`src/rtl/fetch_byte_stream.sv`:
```
// Instruction byte streamer: fetches aligned 64-bit words into a small FIFO and emits one byte plus PC per cycle.
// Define FETCH_BYPASS_EN to forward a response straight to inst when the FIFO is empty (0-cycle latency).
module fetch_byte_stream #(
  parameter int                ADDR_W   = 32,
  parameter int                DEPTH    = 4,
  parameter logic [ADDR_W-1:0] RESET_PC = '0
) (
  input  logic              clk,
  input  logic              rstn,
  input  logic              redirect_valid,
  input  logic [ADDR_W-1:0] redirect_pc,
  output logic              imem_req_valid,
  input  logic              imem_req_ready,
  output logic [ADDR_W-1:0] imem_req_addr,
  input  logic              imem_rsp_valid,
  input  logic [63:0]       imem_rsp_data,
  output logic              inst_valid,
  input  logic              inst_ready,
  output logic [7:0]        inst,
  output logic [ADDR_W-1:0] pc
);

  localparam int PW = $clog2(DEPTH);
  localparam int CW = PW + 1;
  localparam logic [ADDR_W-1:0] RESET_BASE = {RESET_PC[ADDR_W-1:3], 3'b000};

  typedef enum logic [0:0] {
    S_RUN   = 1'b0,
    S_FLUSH = 1'b1
  } state_t;

  state_t            state;
  state_t            state_next;

  logic [63:0]       fifo_data [DEPTH];
  logic [ADDR_W-1:0] fifo_addr [DEPTH];
  logic [PW-1:0]     rd_ptr;
  logic [PW-1:0]     wr_ptr;
  logic [CW-1:0]     count;
  logic [CW-1:0]     outstanding;
  logic [CW-1:0]     drop_cnt;
  logic [CW-1:0]     drop_cnt_next;
  logic [CW:0]       credit_used;
  logic [ADDR_W-1:0] fetch_addr;
  logic [ADDR_W-1:0] rsp_addr;
  logic [ADDR_W-1:0] redirect_base;
  logic [2:0]        byte_off;
  logic              req_enable;

  logic              in_flush;
  logic              req_fire;
  logic              rsp_live;
  logic              rsp_drop;
  logic              rsp_accept;
  logic              consume;
  logic              push;
  logic              pop;
  logic [63:0]       head_word;
  logic [ADDR_W-1:0] head_addr;

  // Requests are gated by a credit check so an issued word always has a FIFO slot waiting for it.
  assign credit_used    = {1'b0, count} + {1'b0, outstanding};
  assign imem_req_valid = req_enable && !redirect_valid && (credit_used < (CW+1)'(DEPTH));
  assign imem_req_addr  = fetch_addr;
  assign req_fire       = imem_req_valid && imem_req_ready;
  assign redirect_base  = {redirect_pc[ADDR_W-1:3], 3'b000};

  // A response with nothing outstanding can only be left over from before a reset, so it is ignored.
  assign rsp_live   = imem_rsp_valid && (outstanding != '0);
  assign rsp_drop   = rsp_live && in_flush;
  assign rsp_accept = rsp_live && !in_flush && !redirect_valid;
  assign push       = rsp_accept;
  assign consume    = inst_valid && inst_ready && !redirect_valid;
  assign pop        = consume && (byte_off == 3'd7);

  always_comb begin
    drop_cnt_next = drop_cnt;
    if (redirect_valid) begin
      drop_cnt_next = outstanding - CW'(rsp_live);
    end else if (rsp_drop) begin
      drop_cnt_next = drop_cnt - CW'(1);
    end
  end

  always_ff @(posedge clk or negedge rstn) begin
    if (!rstn) begin
      state <= S_RUN;
    end else begin
      state <= state_next;
    end
  end

  always_comb begin
    state_next = state;
    case (state)
      S_RUN:   if (drop_cnt_next != '0) state_next = S_FLUSH;
      S_FLUSH: if (drop_cnt_next == '0) state_next = S_RUN;
      default: state_next = S_RUN;
    endcase
  end

  always_comb begin
    in_flush = (state == S_FLUSH);
  end

`ifdef FETCH_BYPASS_EN
  logic bypass;
  assign bypass = (count == '0) && rsp_accept;

  always_comb begin
    inst_valid = (count != '0) || bypass;
    head_word  = bypass ? imem_rsp_data : fifo_data[rd_ptr];
    head_addr  = bypass ? rsp_addr : fifo_addr[rd_ptr];
  end
`else
  always_comb begin
    inst_valid = (count != '0);
    head_word  = fifo_data[rd_ptr];
    head_addr  = fifo_addr[rd_ptr];
  end
`endif

  // Outputs are forced to zero whenever no byte is presented, which also covers the reset state.
  always_comb begin
    inst = 8'h00;
    pc   = '0;
    if (inst_valid) begin
      inst = head_word[{byte_off, 3'b000} +: 8];
      pc   = head_addr | {{(ADDR_W-3){1'b0}}, byte_off};
    end
  end

  always_ff @(posedge clk or negedge rstn) begin
    if (!rstn) begin
      req_enable  <= 1'b0;
      count       <= '0;
      rd_ptr      <= '0;
      wr_ptr      <= '0;
      outstanding <= '0;
      drop_cnt    <= '0;
      fetch_addr  <= RESET_BASE;
      rsp_addr    <= RESET_BASE;
      byte_off    <= RESET_PC[2:0];
    end else begin
      req_enable  <= 1'b1;
      drop_cnt    <= drop_cnt_next;
      outstanding <= outstanding + CW'(req_fire) - CW'(rsp_live);
      if (redirect_valid) begin
        count      <= '0;
        rd_ptr     <= '0;
        wr_ptr     <= '0;
        fetch_addr <= redirect_base;
        rsp_addr   <= redirect_base;
        byte_off   <= redirect_pc[2:0];
      end else begin
        count <= count + CW'(push) - CW'(pop);
        if (req_fire) fetch_addr <= fetch_addr + ADDR_W'(8);
        if (push) begin
          wr_ptr   <= wr_ptr + PW'(1);
          rsp_addr <= rsp_addr + ADDR_W'(8);
        end
        if (pop) rd_ptr <= rd_ptr + PW'(1);
        if (consume) byte_off <= byte_off + 3'd1;
      end
    end
  end

  always_ff @(posedge clk) begin
    if (push) begin
      fifo_data[wr_ptr] <= imem_rsp_data;
      fifo_addr[wr_ptr] <= rsp_addr;
    end
  end

endmodule

```
`config.mk`:
```
export PLATFORM = sky130hd
export DESIGN_NAME = fetch_byte_stream
export DESIGN_NICKNAME = d
export VERILOG_FILES = /design/src/rtl/fetch_byte_stream.sv
export SDC_FILE = /design/constraint.sdc
export NUM_CORES = 1
export LEC_CHECK = 0
export ABC_AREA = 1
export CELL_PAD_IN_SITES_DETAIL_PLACEMENT = 1
export CELL_PAD_IN_SITES_GLOBAL_PLACEMENT = 1
export CORE_MARGIN = 4
export CORE_UTILIZATION = 23
export DETAILED_ROUTE_END_ITERATION = 16
export PLACE_DENSITY_LB_ADDON = 0.2
export SLEW_MARGIN = 0
export SYNTH_ARGS = -nofsm -noshare
export SYNTH_HDL_FRONTEND = slang
export SYNTH_SLANG_ARGS = --single-unit
```
`constraint.sdc`:
```
create_clock -name clk -period 5.33 [get_ports clk]
set_clock_uncertainty 0.2 [all_clocks]
set_input_delay 0.7995 -clock clk [delete_from_list [all_inputs] [get_ports clk]]
set_output_delay 0.7995 -clock clk [all_outputs]
set_load 0.05 [all_outputs]
```
Word level (Yosys, flattened, before mapping)
Memory sizes are Yosys's and may differ from the RTL's.
Cells that the tools add are included.
Word-level totals
  bits in writable memories: 384
  register bits after elaboration: 82
  output and inout bits: 74
  memories: 2
Memories
  fifo_data: depth 4, bits a word 64, rd ports 1, clocked after memory_dff 0, write ports 1, line 35  | logic [63:0] fifo_data [DEPTH];
  fifo_addr: depth 4, bits a word 32, rd ports 1, clocked after memory_dff 0, write ports 1, line 36  | logic [ADDR_W-1:0] fifo_addr [DEPTH];
Cells by class
  bitwise gates (word level): 2
  reduce and logical (&&, ||, !) cells: 20
  muxes and demuxes: 20
  order comparisons: 1
  shifts and indexed selects: 1
  equality and inequality tests: 1
  $add $sub $neg: 12
Operators with widths (count)
  32-bit 2-to-1 mux: 5
  32-bit by 4-bit adder with 32-bit output (second input constant): 2
  64-bit by 7-bit variable part select with 8-bit output: 1
  32-bit by 3-bit OR with 32-bit output: 1
  3-bit 2-to-1 mux: 5
  1-bit logical AND: 10
  3-bit nonzero test: 3
  3-bit by 1-bit subtractor with 3-bit output: 3
  2-bit 2-to-1 mux: 4
  8-bit 2-to-1 mux: 1
  2-bit nonzero test: 4
  3-bit by 1-bit adder with 3-bit output: 2
  2-bit by 1-bit adder with 2-bit output (second input constant): 2
  3-bit by 3-bit adder with 4-bit output: 1
  4-bit by 3-bit < comparator with 1-bit output (second input constant): 1
  1-bit 2-to-1 mux: 4
  3-bit by 1-bit adder with 3-bit output (second input constant): 1
  3-bit == test (second input constant): 1
  3-bit logical NOT: 1
  3-bit by 1-bit subtractor with 3-bit output (second input constant): 1
  1-bit logical NOT: 2
  1-bit one-hot mux with 2 select lines: 1
  1-bit inverter: 1

Logic depth before layout (Yosys ltp)
  depth in word-level cells: 8
  gate-level depth with buffers: 13
  depth with buffers taken out: 12

Least setup slack after synthesis
OpenSTA, ideal clock, no wires.
  kind: input port to flip-flop
  from: in redirect_valid
  to: mem fifo_addr[0][10], enable pin
  data arrival time: 5.255 ns
  buffers on the path: 2
  stages on the path: 5
  path slack: -0.671 ns
  cell sequence: buf_6 -> buf_2 -> nor2_1 -> inv_1 -> nor2_1
Between the ends
  cells in the longest elaborated chain, start to end: 4
Ends and longest elaborated chain
  from (decl): line 10  | input logic redirect_valid,
  1-bit logical NOT: line 71  | assign rsp_accept = rsp_live && !in_flush && !redirect_valid;
  1-bit logical AND: line 71
  1-bit 2-to-1 mux: line 169  | if (push) begin
  1-bit 2-to-1 mux (implied by the code): line 171  | fifo_addr[wr_ptr] <= rsp_addr;
  to (decl): line 36
Every way passes these cells.

Worst setup path after layout
  from: reg rd_ptr[0]
  to: out pc[14]
Between the ends
  cells in the longest elaborated chain, start to end: 3
Ends and longest elaborated chain
  from (decl): line 37  | logic [PW-1:0] rd_ptr;
  from (signal assigned): line 162  | if (pop) rd_ptr <= rd_ptr + PW'(1);
  memory read 4 x 32 bit
  32-bit by 3-bit OR with 32-bit output: line 129  | pc = head_addr | {{(ADDR_W-3){1'b0}}, byte_off};
  32-bit 2-to-1 mux: line 127  | if (inst_valid) begin
  to (decl): line 20  | output logic [ADDR_W-1:0] pc
Every way passes these cells.

==> summary.md <==
| Metric | Value |
|---|---|
| Synth warn | 0 |
| Relative slew slack | 0.457 |
| Setup CP Type | register to output pin |
| WHS | 0.0465 ns |
| Share of cells above drive strength 1 | 0.0734 |
| Number of global-route vias before repair | 15990 |
| Critical Path AT | 3.65 ns |
| Gate Count Post-Synth | 1979 |
| Global-route wire length before repair | 103000 um |
| Pre-CTS setup slack | 1.24 ns |
| Cell Area, Synth | 0.0202 mm2 |
| Clk pwr share | 0.389 |
| Fmax | 0.215 GHz |
| Wire per inst | 20.2 um |
| Clk slew on worst S/H paths | 0.06 ns |
| Tcrit/Tclk final | 0.873 |
| First-pass iteration count of the detailed router | 5 |
| Min cycle time layout | 4.65 ns |
| Sequential share of the synthesized area | 0.647 |
| GRT Total Usage | 0.144 |
| Drt initial violations | 649 |
| CP required | 4.33 ns |
| Height of the die | 304 um |
| Top_reg_cell synth | edfxtp_1 |
| Largest net degree at the start of global routing | 96 |
| Initial Util | 0.232 |
| CTS tree | yes |
| # IOs | 176 |
| Hold Fails Final Rpt | 0 |
| Leakage | 9.10 nW |
| Power density over the cells | 367 mW/mm2 |
| Yosys cell types | 41 |
| Fin. max-slew vios | 0 |
| Flop pwr share | 0.465 |
| Final ANT Viol Nets | 0 |
| Full die area | 0.0927 mm2 |
| Post-CTS Setup Bufs | 0 |
| Nets | 2257 |
| Setup_tns | 0 ns |
| CTS Buf Count | 53 |
| Layout fillers | 9898 |
| Hold buffer count at CTS | 0 |
| Commonest non-fill, non-tap cell in the layout | nand2_1 |
| Synthesis-to-finish area growth | 22.5% |
| Setup Viol. Count Final | 0 |
| Core area | 0.0870 mm2 |
| Max Root-Sink Buffers | 3 |
| HPWL after detailed placement | 43400 um |
| Net Sw Frac | 0.287 |
| Via count | 14728 |
| Total congestion overflow | 0 |
| Final wirelength | 67600 um |
| Status | completed |
| Tot Pwr | 0.00909 W |
| H-tree Lvls | 2 |
| Comb pwr share | 0.146 |
| GPL Wtd Cong | 0.789 |
| Final worst setup slack | 0.677 ns |
| Crit path max fanout | 52 |
| Worst hold path class | primary input to asynchronous set/reset pin |
| Worst Tran Pin Value | 0.810 ns |
| FF+latch count, synth | 448 |
| Count of input and output buffers | 172 |
| Crit start category | register |
| Post_cts resized | 0 |
| Via-to-Cell Ratio | 4.41 |
| Max cap viols | 0 |
| Most frequent cells in the layout | nand2_1 (581), edfxtp_1 (372), nand3_1 (270) |
| Clock sinks | 448 |
| Die width | 304 um |
| Worst Setup End Kind | output pin |
| Asr flop ratio synth | 0.170 |
| VDD IR max | 0.227 mV |
| Rows | 108 |
| Syn Area/Cell | 10.2 um2 |
| Clk_lat worst skew | 0.61 ns |
| Initial antenna violation count | 7 |
| RSZ-0062 raised after global routing | no |
| DRC | 0 |
| EDFF count, synth | 372 |
| Net Sw Power | 0.00261 W |
| Root buffer cell | clkbuf_16 |
| Pint | 0.00648 W |
## per-stage QoR
stage	std cells	area (um2)	utilization
final	3339	24800	0.285
after floorplan	1981	20200	-
after global placement	3236	23100	0.265
after CTS	3336	24800	0.284
after detailed placement	3236	23100	0.265
after global routing	3336	24800	0.284
## critical path: stages (launching register included)
cell	delay, ns
dfrtp_4	0.78
buf_4	0.61
nor2_1	0.11
nor2_1	0.09
o21ai_0	0.08
a21oi_1	0.42
clkdlybuf4s50_1	0.94
## worst paths after layout
kind                                                from                       endpoint  slack, ns  cells past startpoint
worst max-delay path               rd_ptr[0]$_DFFE_PN0P_                         pc[14]       0.68                      6
worst min-delay path                                rstn  imem_req_addr[22]$_DFFE_PN0P_       0.05                      1
worst max register to register  outstanding[1]$_DFF_PN0_             count[2]$_DFF_PN0_       2.30                     12
worst min register to register  outstanding[0]$_DFF_PN0_       outstanding[0]$_DFF_PN0_       0.35                      1
max in group asynchronous                           rstn       rsp_addr[10]$_DFFE_PN0N_       3.91                      2
min in group clk                outstanding[0]$_DFF_PN0_       outstanding[0]$_DFF_PN0_       0.35                      1
## power by group through the flow
stage                     logic [W]  clock network [W]  registers (W)
after floorplan            0.000723                  0        0.00433
after global routing        0.00148            0.00381        0.00426
after detailed placement    0.00136                  0        0.00430
after global placement      0.00134                  0        0.00429
after CTS                   0.00137            0.00366        0.00423
final                       0.00133            0.00353        0.00423
## layout make-up
class	instances	area [um2]	area share
Sequential cell	448	13100	0.528
Multi-Input combinational cell	1337	6160	0.249
Timing Repair Buffer	197	2000	0.0807
Tap cell	1155	1450	0.0584
Clock buffer	73	1440	0.0583
Inverter	99	380	0.0154
Clock inverter	27	245	0.00990
Antenna cell	3	7.51	0.000303
## Yosys cell counts, types with 2 or more instances
library cell | count | area (um2)
a21oi_1 | 56 | 280
a31oi_1 | 6 | 37.5
buf_1 | 4 | 15.0
buf_2 | 24 | 120
buf_4 | 22 | 165
buf_6 | 20 | 225
clkbuf_1 | 26 | 97.6
clkinv_1 | 3 | 11.3
conb_1 | 2 | 7.51
dfrtp_1 | 76 | 1900
edfxtp_1 | 372 | 11200
fa_1 | 2 | 40.0
ha_1 | 17 | 213
inv_1 | 88 | 330
inv_2 | 6 | 22.5
inv_4 | 2 | 12.5
nand2_1 | 581 | 2180
nand2_2 | 5 | 31.3
nand2_4 | 3 | 33.8
nand3_1 | 270 | 1350
nand3_2 | 7 | 70.1
nand3b_1 | 3 | 22.5
nand4_1 | 10 | 62.6
nor2_1 | 217 | 815
nor2_2 | 7 | 43.8
nor2_4 | 8 | 90.1
nor3_1 | 15 | 75.1
o211ai_1 | 16 | 120
o21ai_0 | 65 | 325
o21ai_1 | 19 | 95.1
o21bai_1 | 3 | 22.5
or2_2 | 2 | 12.5
xnor2_1 | 2 | 17.5
xor2_1 | 13 | 114
## state kept, by name (all words and copies together) (netlist names)
signal,flops
fifo_addr,116
in_flush,1
drop_cnt,3
fifo_data,256
rsp_addr,29
wr_ptr,2
rd_ptr,2
req_enable,1
outstanding,3
byte_off,3
count,3
imem_req_addr,29
## cell families (layout without fill, tap and decap cells)
| family | count (synthesis) | count (layout) | synth area share |
|---|---|---|---|
| AOI/OAI and AO/OA | 169 | 169 | 0.0452 |
| xor gates and xnor gates | 15 | 15 | 0.00650 |
| adders and majority gates | 19 | 19 | 0.0125 |
| buffers and inverters | 196 | 396 | 0.0502 |
| DFF | 448 | 448 | 0.647 |
| other | 2 | 7 | 0.000372 |
| and+or+nand+nor | 1130 | 1130 | 0.238 |
## layer usage
layer  vias to the layer above  routed length [um]  track usage
met3                        69                3460       0.0307
li1                       7049                   -            -
met4                         2                 925       0.0258
met1                      7351               29800        0.185
met5                         -                  13            0
met2                       257               33400        0.253
Note: power is estimated with default switching activity, not from simulation.
==> RTL edit (config.mk and constraints unchanged) <==
Reset style: synchronous (`rstn`), changed in 2 clocked blocks.
--- a/src/rtl/fetch_byte_stream.sv
+++ b/src/rtl/fetch_byte_stream.sv
@@ -82,7 +82,7 @@
     end
   end
 
-  always_ff @(posedge clk or negedge rstn) begin
+  always_ff @(posedge clk) begin
     if (!rstn) begin
       state <= S_RUN;
     end else begin
@@ -130,7 +130,7 @@
     end
   end
 
-  always_ff @(posedge clk or negedge rstn) begin
+  always_ff @(posedge clk) begin
     if (!rstn) begin
       req_enable  <= 1'b0;
       count       <= '0;
Function: differs if rstn is asserted again (counterexample within 4 cycles, from zero or initial values and one cycle with rstn low); with rstn held inactive, the same outputs for 4 cycles.
==> RTL edit against the original RTL <==
- sequential cell count increased by 2
- worst setup slack improved by 190 ps
- wire length decreased by 3.8%
- final area decreased by 1.2%
- synthesized area decreased by 2.7%
- largest cell class unchanged
- critical path type unchanged
- total power decreased by 5.7%
- global-route usage decreased by 0.095 points
- highest routed layer unchanged
- via count about the same
- combinational power decreased by 35%
- largest power group unchanged
==> RTL edit: results (changes against the original RTL) <==
[routing]
met2_length_um=31400  ; -6.0%
dr_wl_met3_um=2510  ; -28%
viasPerCell=4.44  ; +0.67%

[power]
p_leak_nw=8.67  ; -4.7%
peakVddDrop_v=0.000224  ; -1.6%
power_switching_mw=2.17  ; -17%

[logic_synthesis]
synth_compound_area_share_pct=6.69  ; +2.2 points
synth_cell_type_count=37  ; -9.8%
yosys.area_share.xor_xnor_pct=0.891  ; +0.24 points
synth_area_leaders=edfxtp_1 (57%), nand2_1 (11%), dfxtp_1 (7.9%)
yosysSeqAreaShare_pct=64.7  ; about the same
synth_common_cells=nand2_1 (569), edfxtp_1 (372), nor2_1 (238), nand3_1 (210), a21oi_1 (123)

[finish]
drive_above_1_share_pct=6.55  ; -0.78 points

[grt]
grtUsageMet3_pct=2.43  ; -0.64 points
grtUsageMet2_pct=24.6  ; -0.71 points
antenna_found_initial=4  ; -3
gr-usage-all-layers_pct=14.3  ; -0.095 points
first_global_vias=15800  ; -1.2%

[hold_path]
min_path_type=flop to flop

[worst_setup_path]
reg2reg_from=outstanding[1]
cpMaxStageDelayCell=dfxtp_4
max_stage_delay_ps=680  ; -260 ps
reg2reg_depth=13  ; +1
r2r_setup_slack_ps=2060  ; -240 ps
cp.arrival_ps=3460  ; -190 ps

[placement]
placed_cell_area_um2=22700  ; -1.5%
hpwl_um=41900  ; -3.4%

[run_status]
status=completed

[timing]
max_slew_margin_pct=33.4  ; -12 points

==> RTL edit: final cells by class <==
type	instances	area (µm²)	share of cell area [%]
clock buffers	69	1460	5.95
multi-input cells	1344	6100	25.0
diodes	2	5.00	0.0205
flip-flops and latches	450	12700	52.1
repair buffers	198	2090	8.55
inverters	96	368	1.50
well taps	1134	1420	5.80
clock inverters	25	275	1.13
==> RTL edit: power by group through the flow <==
stage	logic [mW]	registers (mW)	clock network (mW)
floorplan	0.467	4.20	0
global placement	0.872	4.17	0
detailed placement	0.885	4.18	0
CTS	0.890	4.11	3.74
global route	0.970	4.13	3.91
finish	0.865	4.10	3.60
==> RTL edit: kinds of logic after synthesis <==
kind of cell             count (synthesis)
AO/OA/AOI/OAI                          251
other                                    1
AND/OR/NAND/NOR                       1051
adder cells (fa/ha/maj)                 19
XOR/XNOR                                20
flip-flops                             450
buffers and inverters                  194
==> RTL edit: worst max-delay path by stage <==
stage	endpoint	slack, ps	depth (start not counted)
after floorplan	fifo_addr[0][10]	-520	4
after global placement	count[2]	1280	12
after detailed placement	count[2]	1310	12
after CTS	inst[6]	710	9
after global routing	inst[6]	500	9
final	inst[1]	870	11
==> RTL edit: per-stage QoR <==
stage          hold WS [ps]  TNS, ps  utilization, %  setup slack, ps  cells
3_3_place_gp            309        0            27.0             1280   3222
3_5_place_dp            319        0            27.0             1310   3222
2_1_floorplan           263  -195120               -             -525   1988
5_1_grt                 370        0            29.0              495   3317
4_1_cts                 331        0            29.0              705   3316
6_report                324        0            29.0              867   3318
==> RTL edit: worst reg2reg max path: cells and delay by family (launching register included) <==
family	cells	cell delay, ps
fa+ha+maj	3	840
simple gates	4	1020
buf+inv	4	450
flops	1	420
xor+xnor	1	150
compound gates	1	120
